--- config.mk ---
export PLATFORM = sky130hd
export DESIGN_NAME = decode_stage_flat
export DESIGN_NICKNAME = d
export VERILOG_FILES = /design/src/rtl/decode_pkg.sv /design/src/rtl/decode_stage_if.sv /design/src/rtl/decode_stage_comb.sv /design/src/rtl/decode_stage.sv /design/src/flat_wrapper.sv
export SDC_FILE = /design/constraint.sdc
export NUM_CORES = 1
export LEC_CHECK = 0
export CAP_MARGIN = 10
export CORE_MARGIN = 8
export CORE_UTILIZATION = 43
export CTS_CLUSTER_SIZE = 12
export DETAILED_ROUTE_END_ITERATION = 8
export PLACE_DENSITY = 0.67
export SYNTH_ARGS = -nofsm -noshare
export SYNTH_HDL_FRONTEND = slang
export SYNTH_SLANG_ARGS = --single-unit
--- constraint.sdc ---
create_clock -name clk -period 5.8 [get_ports clk]
set_clock_uncertainty 0.15 [all_clocks]
set_input_delay 0.87 -clock clk [delete_from_list [all_inputs] [get_ports clk]]
set_output_delay 0.87 -clock clk [all_outputs]
set_load 0.01 [all_outputs]
--- src/rtl/decode_pkg.sv ---
// Shared opcode constants, op-class bit positions and the decoded bundle for the
// RV32I decode stage.
package decode_pkg;

  localparam int XLEN_MAX = 64;
  localparam int OP_W     = 10;

  localparam logic [6:0] OPC_OP     = 7'b0110011;
  localparam logic [6:0] OPC_OP_IMM = 7'b0010011;
  localparam logic [6:0] OPC_BRANCH = 7'b1100011;
  localparam logic [6:0] OPC_JALR   = 7'b1100111;
  localparam logic [6:0] OPC_JAL    = 7'b1101111;
  localparam logic [6:0] OPC_AUIPC  = 7'b0010111;
  localparam logic [6:0] OPC_LUI    = 7'b0110111;
  localparam logic [6:0] OPC_LOAD   = 7'b0000011;
  localparam logic [6:0] OPC_STORE  = 7'b0100011;
  localparam logic [6:0] OPC_SYSTEM = 7'b1110011;

  // Values are the bit positions inside the one-hot out_op vector.
  typedef enum logic [3:0] {
    OP_ALUREG = 4'd0, OP_ALUIMM = 4'd1, OP_BRANCH = 4'd2, OP_JALR  = 4'd3,
    OP_JAL    = 4'd4, OP_AUIPC  = 4'd5, OP_LUI    = 4'd6, OP_LOAD  = 4'd7,
    OP_STORE  = 4'd8, OP_SYSTEM = 4'd9
  } op_class_e;

  // pc/imm are carried at the widest legal XLEN and truncated at the stage output.
  typedef struct packed {
    logic [XLEN_MAX-1:0] pc;
    logic [OP_W-1:0]     op;
    logic [4:0]          rs1;
    logic [4:0]          rs2;
    logic [4:0]          rd;
    logic [2:0]          funct3;
    logic [6:0]          funct7;
    logic [XLEN_MAX-1:0] imm;
    logic                rd_we;
    logic                uses_rs1;
    logic                uses_rs2;
    logic                illegal;
    logic                muldiv;
  } decode_bundle_t;

  function automatic logic [XLEN_MAX-1:0] sext12(input logic [11:0] v);
    return {{(XLEN_MAX-12){v[11]}}, v};
  endfunction

  function automatic logic [XLEN_MAX-1:0] sext32(input logic [31:0] v);
    return {{(XLEN_MAX-32){v[31]}}, v};
  endfunction

endpackage

--- src/rtl/decode_stage_if.sv ---
// Fetch-side and execute-side handshake bundle of the decode stage.
interface decode_stage_if #(parameter int XLEN = 32);
  logic            in_valid;
  logic            in_ready;
  logic [31:0]     in_instr;
  logic [XLEN-1:0] in_pc;
  logic            out_valid;
  logic            out_ready;
  logic [XLEN-1:0] out_pc;
  logic [9:0]      out_op;
  logic [4:0]      out_rs1;
  logic [4:0]      out_rs2;
  logic [4:0]      out_rd;
  logic [2:0]      out_funct3;
  logic [6:0]      out_funct7;
  logic [XLEN-1:0] out_imm;
  logic            out_rd_we;
  logic            out_uses_rs1;
  logic            out_uses_rs2;
  logic            out_illegal;
  logic            out_muldiv;

  modport master (
    output in_valid, in_instr, in_pc, out_ready,
    input  in_ready, out_valid, out_pc, out_op, out_rs1, out_rs2, out_rd,
           out_funct3, out_funct7, out_imm, out_rd_we, out_uses_rs1,
           out_uses_rs2, out_illegal, out_muldiv
  );

  modport slave (
    input  in_valid, in_instr, in_pc, out_ready,
    output in_ready, out_valid, out_pc, out_op, out_rs1, out_rs2, out_rd,
           out_funct3, out_funct7, out_imm, out_rd_we, out_uses_rs1,
           out_uses_rs2, out_illegal, out_muldiv
  );
endinterface

--- src/rtl/decode_stage_comb.sv ---
// Combinational RV32I field extraction, immediate selection and legality check.
// DECODE_RV32M_EN makes funct7=0000001 on the register-ALU opcode legal (muldiv).
module instr_decode_comb
  import decode_pkg::*;
#(
  parameter int XLEN         = 32,
  parameter int ALLOW_SYSTEM = 1
) (
  input  logic [31:0]     instr_i,
  input  logic [XLEN-1:0] pc_i,
  output decode_bundle_t  dec_o
);

  logic [6:0]      opc, f7;
  logic [2:0]      f3;
  logic [OP_W-1:0] cls;
  logic            ill, md;

  assign opc = instr_i[6:0];
  assign f3  = instr_i[14:12];
  assign f7  = instr_i[31:25];

  always_comb begin
    cls = '0;
    ill = 1'b0;
    md  = 1'b0;
    case (opc)
      OPC_OP: begin
        cls[OP_ALUREG] = 1'b1;
        if (f7 == 7'b0100000) begin
          ill = !(f3 == 3'b000 || f3 == 3'b101);
        end else if (f7 == 7'b0000001) begin
`ifdef DECODE_RV32M_EN
          md = 1'b1;
`else
          ill = 1'b1;
`endif
        end else if (f7 != 7'b0000000) begin
          ill = 1'b1;
        end
      end
      OPC_OP_IMM: begin
        cls[OP_ALUIMM] = 1'b1;
        if (f3 == 3'b001)      ill = (f7 != 7'b0000000);
        else if (f3 == 3'b101) ill = !(f7 == 7'b0000000 || f7 == 7'b0100000);
      end
      OPC_BRANCH: begin
        cls[OP_BRANCH] = 1'b1;
        ill = (f3 == 3'b010 || f3 == 3'b011);
      end
      OPC_JALR: begin
        cls[OP_JALR] = 1'b1;
        ill = (f3 != 3'b000);
      end
      OPC_JAL:   cls[OP_JAL]   = 1'b1;
      OPC_AUIPC: cls[OP_AUIPC] = 1'b1;
      OPC_LUI:   cls[OP_LUI]   = 1'b1;
      OPC_LOAD: begin
        cls[OP_LOAD] = 1'b1;
        ill = (f3 == 3'b011 || f3 == 3'b110 || f3 == 3'b111);
      end
      OPC_STORE: begin
        cls[OP_STORE] = 1'b1;
        ill = (f3 > 3'b010);
      end
      OPC_SYSTEM: begin
        cls[OP_SYSTEM] = 1'b1;
        ill = (ALLOW_SYSTEM == 0);
      end
      default: ill = 1'b1;
    endcase
    if (instr_i[1:0] != 2'b11) ill = 1'b1;
  end

  always_comb begin
    dec_o          = '0;
    dec_o.pc       = 64'(pc_i);
    dec_o.rs1      = instr_i[19:15];
    dec_o.rs2      = instr_i[24:20];
    dec_o.rd       = instr_i[11:7];
    dec_o.funct3   = f3;
    dec_o.funct7   = f7;
    dec_o.illegal  = ill;
    if (!ill) begin
      dec_o.op     = cls;
      dec_o.muldiv = md;
      if (cls[OP_ALUIMM] || cls[OP_JALR] || cls[OP_LOAD] || cls[OP_SYSTEM])
        dec_o.imm = sext12(instr_i[31:20]);
      else if (cls[OP_STORE])
        dec_o.imm = sext12({instr_i[31:25], instr_i[11:7]});
      else if (cls[OP_BRANCH])
        dec_o.imm = sext32({{19{instr_i[31]}}, instr_i[31], instr_i[7],
                            instr_i[30:25], instr_i[11:8], 1'b0});
      else if (cls[OP_LUI] || cls[OP_AUIPC])
        dec_o.imm = sext32({instr_i[31:12], 12'b0});
      else if (cls[OP_JAL])
        dec_o.imm = sext32({{11{instr_i[31]}}, instr_i[31], instr_i[19:12],
                            instr_i[20], instr_i[30:21], 1'b0});
      dec_o.rd_we    = !(cls[OP_BRANCH] || cls[OP_STORE]) && (instr_i[11:7] != 5'd0);
      dec_o.uses_rs1 = !(cls[OP_LUI] || cls[OP_AUIPC] || cls[OP_JAL]);
      dec_o.uses_rs2 = cls[OP_ALUREG] || cls[OP_BRANCH] || cls[OP_STORE];
    end
  end

endmodule

--- src/rtl/decode_stage.sv ---
// Registered RV32I decode stage: output register plus skid register so that
// in_ready never depends combinationally on out_ready.
module decode_stage
  import decode_pkg::*;
#(
  parameter int XLEN         = 32,
  parameter int ALLOW_SYSTEM = 1
) (
  input  logic          clk,
  input  logic          resetn,
  input  logic          flush,
  decode_stage_if.slave bus
);

  decode_bundle_t dec, out_q, out_d, skid_q, skid_d;
  logic           out_vld_q, out_vld_d, skid_vld_q, skid_vld_d;
  logic           in_ready, in_fire;

  instr_decode_comb #(.XLEN(XLEN), .ALLOW_SYSTEM(ALLOW_SYSTEM)) u_comb (
    .instr_i (bus.in_instr),
    .pc_i    (bus.in_pc),
    .dec_o   (dec)
  );

  assign in_ready = resetn && !skid_vld_q;
  assign in_fire  = bus.in_valid && in_ready;

  always_comb begin
    out_d      = out_q;
    skid_d     = skid_q;
    out_vld_d  = out_vld_q;
    skid_vld_d = skid_vld_q;
    if (flush) begin
      out_vld_d  = 1'b0;
      skid_vld_d = 1'b0;
    end else if (!out_vld_q || bus.out_ready) begin
      // Output slot frees up: a parked skid entry always goes first.
      if (skid_vld_q) begin
        out_d      = skid_q;
        out_vld_d  = 1'b1;
        skid_vld_d = 1'b0;
      end else if (in_fire) begin
        out_d     = dec;
        out_vld_d = 1'b1;
      end else begin
        out_vld_d = 1'b0;
      end
    end else if (in_fire) begin
      skid_d     = dec;
      skid_vld_d = 1'b1;
    end
  end

  always_ff @(posedge clk) begin
    if (!resetn) begin
      out_q      <= '0;
      skid_q     <= '0;
      out_vld_q  <= 1'b0;
      skid_vld_q <= 1'b0;
    end else begin
      out_q      <= out_d;
      skid_q     <= skid_d;
      out_vld_q  <= out_vld_d;
      skid_vld_q <= skid_vld_d;
    end
  end

  assign bus.in_ready     = in_ready;
  assign bus.out_valid    = out_vld_q;
  assign bus.out_pc       = out_q.pc[XLEN-1:0];
  assign bus.out_op       = out_q.op;
  assign bus.out_rs1      = out_q.rs1;
  assign bus.out_rs2      = out_q.rs2;
  assign bus.out_rd       = out_q.rd;
  assign bus.out_funct3   = out_q.funct3;
  assign bus.out_funct7   = out_q.funct7;
  assign bus.out_imm      = out_q.imm[XLEN-1:0];
  assign bus.out_rd_we    = out_q.rd_we;
  assign bus.out_uses_rs1 = out_q.uses_rs1;
  assign bus.out_uses_rs2 = out_q.uses_rs2;
  assign bus.out_illegal  = out_q.illegal;
  assign bus.out_muldiv   = out_q.muldiv;

  generate
    if (XLEN < XLEN_MAX) begin : g_trunc
      logic unused_hi;
      assign unused_hi = ^{out_q.pc[XLEN_MAX-1:XLEN], out_q.imm[XLEN_MAX-1:XLEN]};
    end
  endgenerate

endmodule
--- src/flat_wrapper.sv ---
// flat-port wrapper written by rule: the top's interface ports become plain ports
module decode_stage_flat import decode_pkg::*;
#(
  parameter int XLEN         = 32,
  parameter int ALLOW_SYSTEM = 1
)
  (clk, resetn, flush, bus_in_valid, bus_in_instr, bus_in_pc, bus_out_ready, bus_in_ready, bus_out_valid, bus_out_pc, bus_out_op, bus_out_rs1, bus_out_rs2, bus_out_rd, bus_out_funct3, bus_out_funct7, bus_out_imm, bus_out_rd_we, bus_out_uses_rs1, bus_out_uses_rs2, bus_out_illegal, bus_out_muldiv);
  decode_stage_if #(.XLEN(XLEN)) bus_i ();
  input  logic clk;
  input  logic resetn;
  input  logic flush;
  input wire logic [$bits(bus_i.in_valid)-1:0] bus_in_valid;
  input wire logic [$bits(bus_i.in_instr)-1:0] bus_in_instr;
  input wire logic [$bits(bus_i.in_pc)-1:0] bus_in_pc;
  input wire logic [$bits(bus_i.out_ready)-1:0] bus_out_ready;
  output wire logic [$bits(bus_i.in_ready)-1:0] bus_in_ready;
  output wire logic [$bits(bus_i.out_valid)-1:0] bus_out_valid;
  output wire logic [$bits(bus_i.out_pc)-1:0] bus_out_pc;
  output wire logic [$bits(bus_i.out_op)-1:0] bus_out_op;
  output wire logic [$bits(bus_i.out_rs1)-1:0] bus_out_rs1;
  output wire logic [$bits(bus_i.out_rs2)-1:0] bus_out_rs2;
  output wire logic [$bits(bus_i.out_rd)-1:0] bus_out_rd;
  output wire logic [$bits(bus_i.out_funct3)-1:0] bus_out_funct3;
  output wire logic [$bits(bus_i.out_funct7)-1:0] bus_out_funct7;
  output wire logic [$bits(bus_i.out_imm)-1:0] bus_out_imm;
  output wire logic [$bits(bus_i.out_rd_we)-1:0] bus_out_rd_we;
  output wire logic [$bits(bus_i.out_uses_rs1)-1:0] bus_out_uses_rs1;
  output wire logic [$bits(bus_i.out_uses_rs2)-1:0] bus_out_uses_rs2;
  output wire logic [$bits(bus_i.out_illegal)-1:0] bus_out_illegal;
  output wire logic [$bits(bus_i.out_muldiv)-1:0] bus_out_muldiv;
  assign bus_i.in_valid = bus_in_valid;
  assign bus_i.in_instr = bus_in_instr;
  assign bus_i.in_pc = bus_in_pc;
  assign bus_i.out_ready = bus_out_ready;
  assign bus_in_ready = bus_i.in_ready;
  assign bus_out_valid = bus_i.out_valid;
  assign bus_out_pc = bus_i.out_pc;
  assign bus_out_op = bus_i.out_op;
  assign bus_out_rs1 = bus_i.out_rs1;
  assign bus_out_rs2 = bus_i.out_rs2;
  assign bus_out_rd = bus_i.out_rd;
  assign bus_out_funct3 = bus_i.out_funct3;
  assign bus_out_funct7 = bus_i.out_funct7;
  assign bus_out_imm = bus_i.out_imm;
  assign bus_out_rd_we = bus_i.out_rd_we;
  assign bus_out_uses_rs1 = bus_i.out_uses_rs1;
  assign bus_out_uses_rs2 = bus_i.out_uses_rs2;
  assign bus_out_illegal = bus_i.out_illegal;
  assign bus_out_muldiv = bus_i.out_muldiv;
  decode_stage #(.XLEN(XLEN), .ALLOW_SYSTEM(ALLOW_SYSTEM)) u_core (.clk(clk), .resetn(resetn), .flush(flush), .bus(bus_i));
endmodule
# Word-level counts from Yosys, hierarchy flattened
# Cells that the tools add are included.
# word_totals
reg_bits,241
inputBits,69
output_inout_bits,106
wordCells,112
# classes
magnitude_cmp,1
n_eq_ne,19
mux,28
bitwise,3
n_reduce_logical,34
# op_table
operator,n
two-way mux 64 bit,5
two-way mux 136 bit,2
two-way mux 67 bit,1
== test 7 x 6 -> 1 bit (second input constant),4
== test 7 bit (second input constant),4
two-way mux 1 bit,18
== test 7 x 5 -> 1 bit (second input constant),2
logical OR 1 bit,14
two-way mux 10 bit,1
== test 3 bit (second input constant),3
== test 7 x 1 -> 1 bit (second input constant),1
== test 7 x 2 -> 1 bit (second input constant),1
logical NOT 7 bit,1
one-hot mux 1 bit (7 select lines),1
nonzero test 7 bit,1
== test 3 x 2 -> 1 bit (second input constant),2
logical NOT 1 bit,6
AND reduction 3 bit,2
nonzero test 5 bit,1
OR reduction 4 bit,1
== test 3 x 1 -> 1 bit (second input constant),1
greater-than comparator 3 x 2 -> 1 bit (second input constant),1
logical AND 1 bit,3
logical NOT 3 bit,1
other kinds (6),8

# Logic depth before layout (Yosys ltp)
# logic_depth
depth_word,10
depth_mapped,9
ltp_nobuf,6

# By module
# A second synthesis with hierarchy kept.
# hier_totals
hier_cells,1329
area_unflattened_um2,11030.6
# by_module_without_submodules
module,instances,cells_each,area_each_um2,seq_area_each_um2
decode_stage,1,1048,9220.1,4204.0
instr_decode_comb,1,281,1810.5,0.0

# Worst setup path after synthesis
# No wires, ideal clock.
# synth_timing
path_type,input port to flip-flop
startpoint,input port bus_in_instr[14]
endpoint,"register u_core.out_q, in the netlist u_core.bus.out_imm[29]"
setup_ns,0.120
t_arrival_ns,2.490
slack_ns,3.040
cell_stages,9
n_path_buf,3
cell_sequence,buf_2 > nand2b_1 > a2111oi_0 > a311oi_2 > and3_1 > buf_6 > buf_6 > a221oi_2 > nor2_1
# synth_via
elab_chain_cells,9
elab_cells_between_ends,22
cone_classes,order compare (1); eq/ne (6); mux (8); reduce/logical (7)
# synth_lines
item,line_no,source
start: declaration,flat_wrapper.sv:13,input wire logic [$bits(bus_i.in_instr)-1:0] bus_in_instr;
== test 3 bit / logical NOT 3 bit (equally long branches),"decode_stage_comb.sv:31, decode_stage_comb.sv:45",
logical OR 1 bit,decode_stage_comb.sv:31,ill = !(f3 == 3'b000 || f3 == 3'b101);
logical NOT 1 bit,decode_stage_comb.sv:31,
two-way mux 1 bit,decode_stage_comb.sv:30,if (f7 == 7'b0100000) begin
one-hot mux 1 bit (7 select lines) *,decode_stage_comb.sv:27,case (opc)
two-way mux 1 bit *,decode_stage_comb.sv:72,if (instr_i[1:0] != 2'b11) ill = 1'b1;
two-way mux 67 bit *,decode_stage_comb.sv:84,if (!ill) begin
two-way mux 136 bit *,decode_stage.sv:42,end else if (in_fire) begin
two-way mux 136 bit *,decode_stage.sv:38,if (skid_vld_q) begin
end signal: assignment,decode_stage.sv:61,out_q <= out_d;
end: declaration,decode_stage.sv:15,"decode_bundle_t dec, out_q, out_d, skid_q, skid_d;"
# Mark *: on every way between the ends. The rest lies on a longest branch, timed or not. The select of a mux whose other input is x is not followed.
# A chain may end at the register's enable or synchronous reset.

# Worst setup path in the final report
# layout_timing
startpoint,input port bus_in_instr[25]
endpoint,"register u_core.out_q, in the netlist u_core.bus.out_op[8]"
# layout_via
elab_chain_cells,10
elab_cells_between_ends,16
cone_classes,eq/ne (2); mux (10); reduce/logical (4)
# layout_lines
item,line_no,source
== test 7 x 6 -> 1 bit / logical NOT 7 bit (equally long branches),"decode_stage_comb.sv:30, decode_stage_comb.sv:45",
logical OR 1 bit,decode_stage_comb.sv:45,else if (f3 == 3'b101) ill = !(f7 == 7'b0000000 || f7 == 7'b0100000);
logical NOT 1 bit,decode_stage_comb.sv:45,
two-way mux 1 bit,decode_stage_comb.sv:45,
two-way mux 1 bit,decode_stage_comb.sv:44,if (f3 == 3'b001) ill = (f7 != 7'b0000000);
one-hot mux 1 bit (7 select lines) *,decode_stage_comb.sv:27,
two-way mux 1 bit *,decode_stage_comb.sv:72,
two-way mux 10 bit *,decode_stage_comb.sv:84,
two-way mux 136 bit *,decode_stage.sv:42,
two-way mux 136 bit *,decode_stage.sv:38,
# Marked as above.

==> metrics.log <==
[metrics] DRT Wirelength: roughly 26,000 um
[metrics] critical path class: in -> reg
[metrics] count of hold-fix buffers inserted at cts: 0
[metrics] startpoint of the worst register-to-register path: u_core.skid_vld_q
[metrics] final worst path period share: 62.1%
[metrics] wire length per cell after detailed routing: between 15 and 20 um
[metrics] top fanout value on the critical path: 35
[metrics] initial cell density of the core: between 40% and 50%
[metrics] Synth Flop Type: dfxtp_1
[metrics] number of nets still failing antenna checks after routing: 0
[metrics] routed wire length on met3: approximately 2300 um
[metrics] Static Leakage: roughly 4.7 nW
[metrics] number of primary I/O pins: between 150 and 200
[metrics] # fillers: ~2,000
[metrics] routability-driven placement congestion ratio: between 0.8 and 0.9
[metrics] Worst Reg-to-Reg Cells: 5
[metrics] power per cell area: ~280 nW/um^2
[metrics] CTS clock-pin slew for the worst setup and hold paths: around 0.060 ns
[metrics] slack of the worst reg-to-reg path: 2.52 ns
[metrics] Power Total: roughly 3.3 mW
[metrics] total number of yosys warnings: 0
[metrics] Worst R2R End: u_core.bus.out_imm[23]
[metrics] TritonCTS clock tree: built
[metrics] Pre-Repair DR Iteration Count: 5
[metrics] average size of a mapped cell: approximately 9.2 um^2
[metrics] worst min-delay path category: reg -> reg
[metrics] category of the worst setup path capture point: flip-flop
[metrics] number of core rows: 53
[metrics] top achievable clock speed: ~280 MHz
[metrics] Critical Path AT: approximately 4 ns
[metrics] routed metal-1 wire length: around 12,000 um
[metrics] number of DRC markers after the initial detailed-route iteration: approximately 420
[metrics] worst skew pair latency: 0.50 ns
[metrics] net count after synthesis: 1,066
[metrics] post-synthesis cell type count: 64
[metrics] residual DRC count: 0
[metrics] most area-consuming cells after synthesis: dfxtp_1, nand2_1, o211a_1
[metrics] most instantiated library cell after synthesis: nand2_1
[metrics] count of state elements after synthesis: approximately 210
[metrics] number of endpoints failing setup at the final stage: 0
[metrics] Final HPWL DP: 16,900 um
[metrics] RSZ-0062 raised after global routing: no
[metrics] ranking of synthesized cells by instance count: nand2_1, dfxtp_1, clkbuf_1, o21ai_0, o211a_1
[metrics] required arrival time at the worst endpoint: a little over 6 ns
[metrics] top layer reached by signal wires: met5
[metrics] placeable core region: about 21,000 um^2
[metrics] total vias in the final route: a little under 8,000
[metrics] worst stage delay on the critical path: about 0.91 ns
[metrics] Post-Synthesis Cells: 997
[metrics] post-synthesis async set-or-reset flop share: 0%
[metrics] synthesis-to-layout area growth: 27.5%
[metrics] Clock Root Buffer: clkbuf_16
[metrics] die area: roughly 26,000 um^2
[metrics] kind of launch point of the worst setup path: primary input
[metrics] footprint of the multi-input gates: between 4000 and 5000 um^2
[metrics] CTS H-tree lvls: 1
[metrics] post-cts gate resize count: 0
[metrics] met2 wire length: about 12,000 um
[metrics] maximum number of pins on one net before global-route repair: between 80 and 90
[metrics] x dimension of the die: around 160 um
[metrics] Cell Area, Synth: ~9100 um^2
[metrics] antenna violations before repair: 2
[metrics] largest area contributor in the netlist: dfxtp_1
[metrics] GRT Resource Usage Total: 19.2%
[metrics] total count of hold-check failures in the final report: 0
[metrics] buffers inserted during post-CTS setup optimization: 0
[metrics] CTS buffer count: 23
[metrics] number of clock sinks: 208
[metrics] number of port buffers: between 150 and 200
[metrics] via count of the first global-routing pass: 7,476
[metrics] slew of the pin with the lowest slew margin: ~1.1 ns
[metrics] global-route wire length before repair: about 42,000 um
[metrics] sequential fraction of the synthesis area: roughly 46%
[metrics] count of max-cap constraint violations: 0
[metrics] proportion of netlist area held by the largest area contributor: 45.5%
[metrics] HP Start: u_core.skid_q[5]
[metrics] gr ovfl total: 0
[metrics] setup_tns: 0 ns
[metrics] average vias per placed instance: ~5.6
[metrics] relative slew slack: just under 30%
[metrics] height of the chip: around 160 um
[metrics] number of nets at the end of the flow: 1,180
[metrics] Crit-path slowest cell: and3_2
[metrics] Tmin final: between 3 and 4 ns
[metrics] share of final-layout standard cells stronger than drive strength 1: approximately 7.5%
[metrics] result of the run: completed
[metrics] destination of the worst hold path: u_core.skid_q[5]
[metrics] worst IR drop on VDD: around 0.00018 V
[metrics] CTS Buffer Depth: 3
[metrics] Hold Path Cell Cnt: 2
[metrics] final count of pins violating max slew: 0
[metrics] area of all sequential standard cells: approximately 4200 um^2
[metrics] CP cell instances: clkdlybuf4s50_1 > nor4_1 > nand2_1 > a2111oi_4 > and3_2 > a32oi_1 > a21oi_1
[metrics] number of enable flip-flop cells after synthesis: 0
[cells in the final DEF, fill, tap and decap left out, drive strengths merged, types with 4 or more instances in the layout]
master / instances
nor4: 15
o21ai: 65
nor2: 35
nand3: 10
and2: 7
a32o: 4
dfxtp: 208
clkdlybuf4s50: 172
a22o: 38
a21oi: 31
clkbuf: 34
nand2: 210
nand3b: 7
o211a: 61
mux2i: 57
a221oi: 26
nand2b: 5
nor2b: 7
and3: 4
nor3: 6
a21boi: 57
buf: 12
[report_power, final]
part           internal (mW)  switching [mW]  total [mW]  leakage (nW)
Clock                  0.900           0.562        1.46         0.375
Combinational          0.163           0.166       0.329          2.67
Sequential              1.47          0.0225        1.49          1.69
[worst max-delay path, delay by kind of cell]
family	cells	cell delay (ns)
compound gates	3	0.85
buf+inv	1	0.51
simple gates	3	1.64
[state kept, by name, indices dropped and copies added (netlist names)]
name                     count
u_core.bus.out_rd_we         1
u_core.bus.out_rs2           5
u_core.bus.out_valid         1
u_core.bus.out_rd            5
u_core.bus.out_uses_rs2      1
u_core.skid_vld_q            1
u_core.bus.out_imm          32
u_core.bus.out_rs1           5
u_core.bus.out_op           10
u_core.bus.out_funct7        7
u_core.skid_q              103
u_core.bus.out_funct3        3
u_core.bus.out_uses_rs1      1
u_core.bus.out_pc           32
u_core.bus.out_illegal       1
[per-layer routing]
metal,vias up,track usage (%)
li1,3803,-
met1,3718,25.1
met2,236,29.6
met3,39,6.68
met4,4,4.88
met5,-,0
[kinds of logic (layout without fill, tap and decap cells)]
kind of cell	Yosys count	after routing	share of synthesized area, %
XOR/XNOR	2	2	0.192
flip-flops	208	208	45.5
other	1	2	0.0410
AO/OA/AOI/OAI	306	306	27.2
multiplexers	57	57	6.24
buffers and inverters	97	224	4.65
AND/OR/NAND/NOR	326	326	16.2
[through the flow]
stage	cells	hold slack (ns)	util, %	setup WS [ns]	area [um^2]
floorplan	997	0.275	-	3.04	9150
global placement	1361	0.286	52.0	1.71	10900
detailed placement	1361	0.297	52.0	1.66	10900
CTS	1399	0.311	55.7	2.19	11700
global route	1399	0.326	55.7	2.04	11700
finish	1400	0.304	55.7	2.20	11700
[worst max path at each step]
stage	cells past startpoint	slack, ns	start	to
finish	7	2.20	bus_in_instr[25]	u_core.bus.out_op[8]
global route	7	2.04	bus_in_instr[4]	u_core.bus.out_op[8]
CTS	7	2.19	bus_in_instr[25]	u_core.bus.out_op[8]
detailed placement	7	1.66	bus_in_instr[25]	u_core.bus.out_op[8]
global placement	7	1.71	bus_in_instr[25]	u_core.bus.out_op[8]
floorplan	9	3.04	bus_in_instr[14]	u_core.bus.out_imm[29]
[layout make-up]
cell class | count | area share, %
diodes | 1 | 0.0215
clock buffers | 34 | 5.89
clock inverters | 4 | 0.601
inverters | 2 | 0.0644
multi-input cells | 692 | 39.2
flip-flops and latches | 208 | 35.7
well taps | 275 | 2.95
repair buffers | 184 | 15.5
Note: power is estimated with default switching activity, not from simulation.
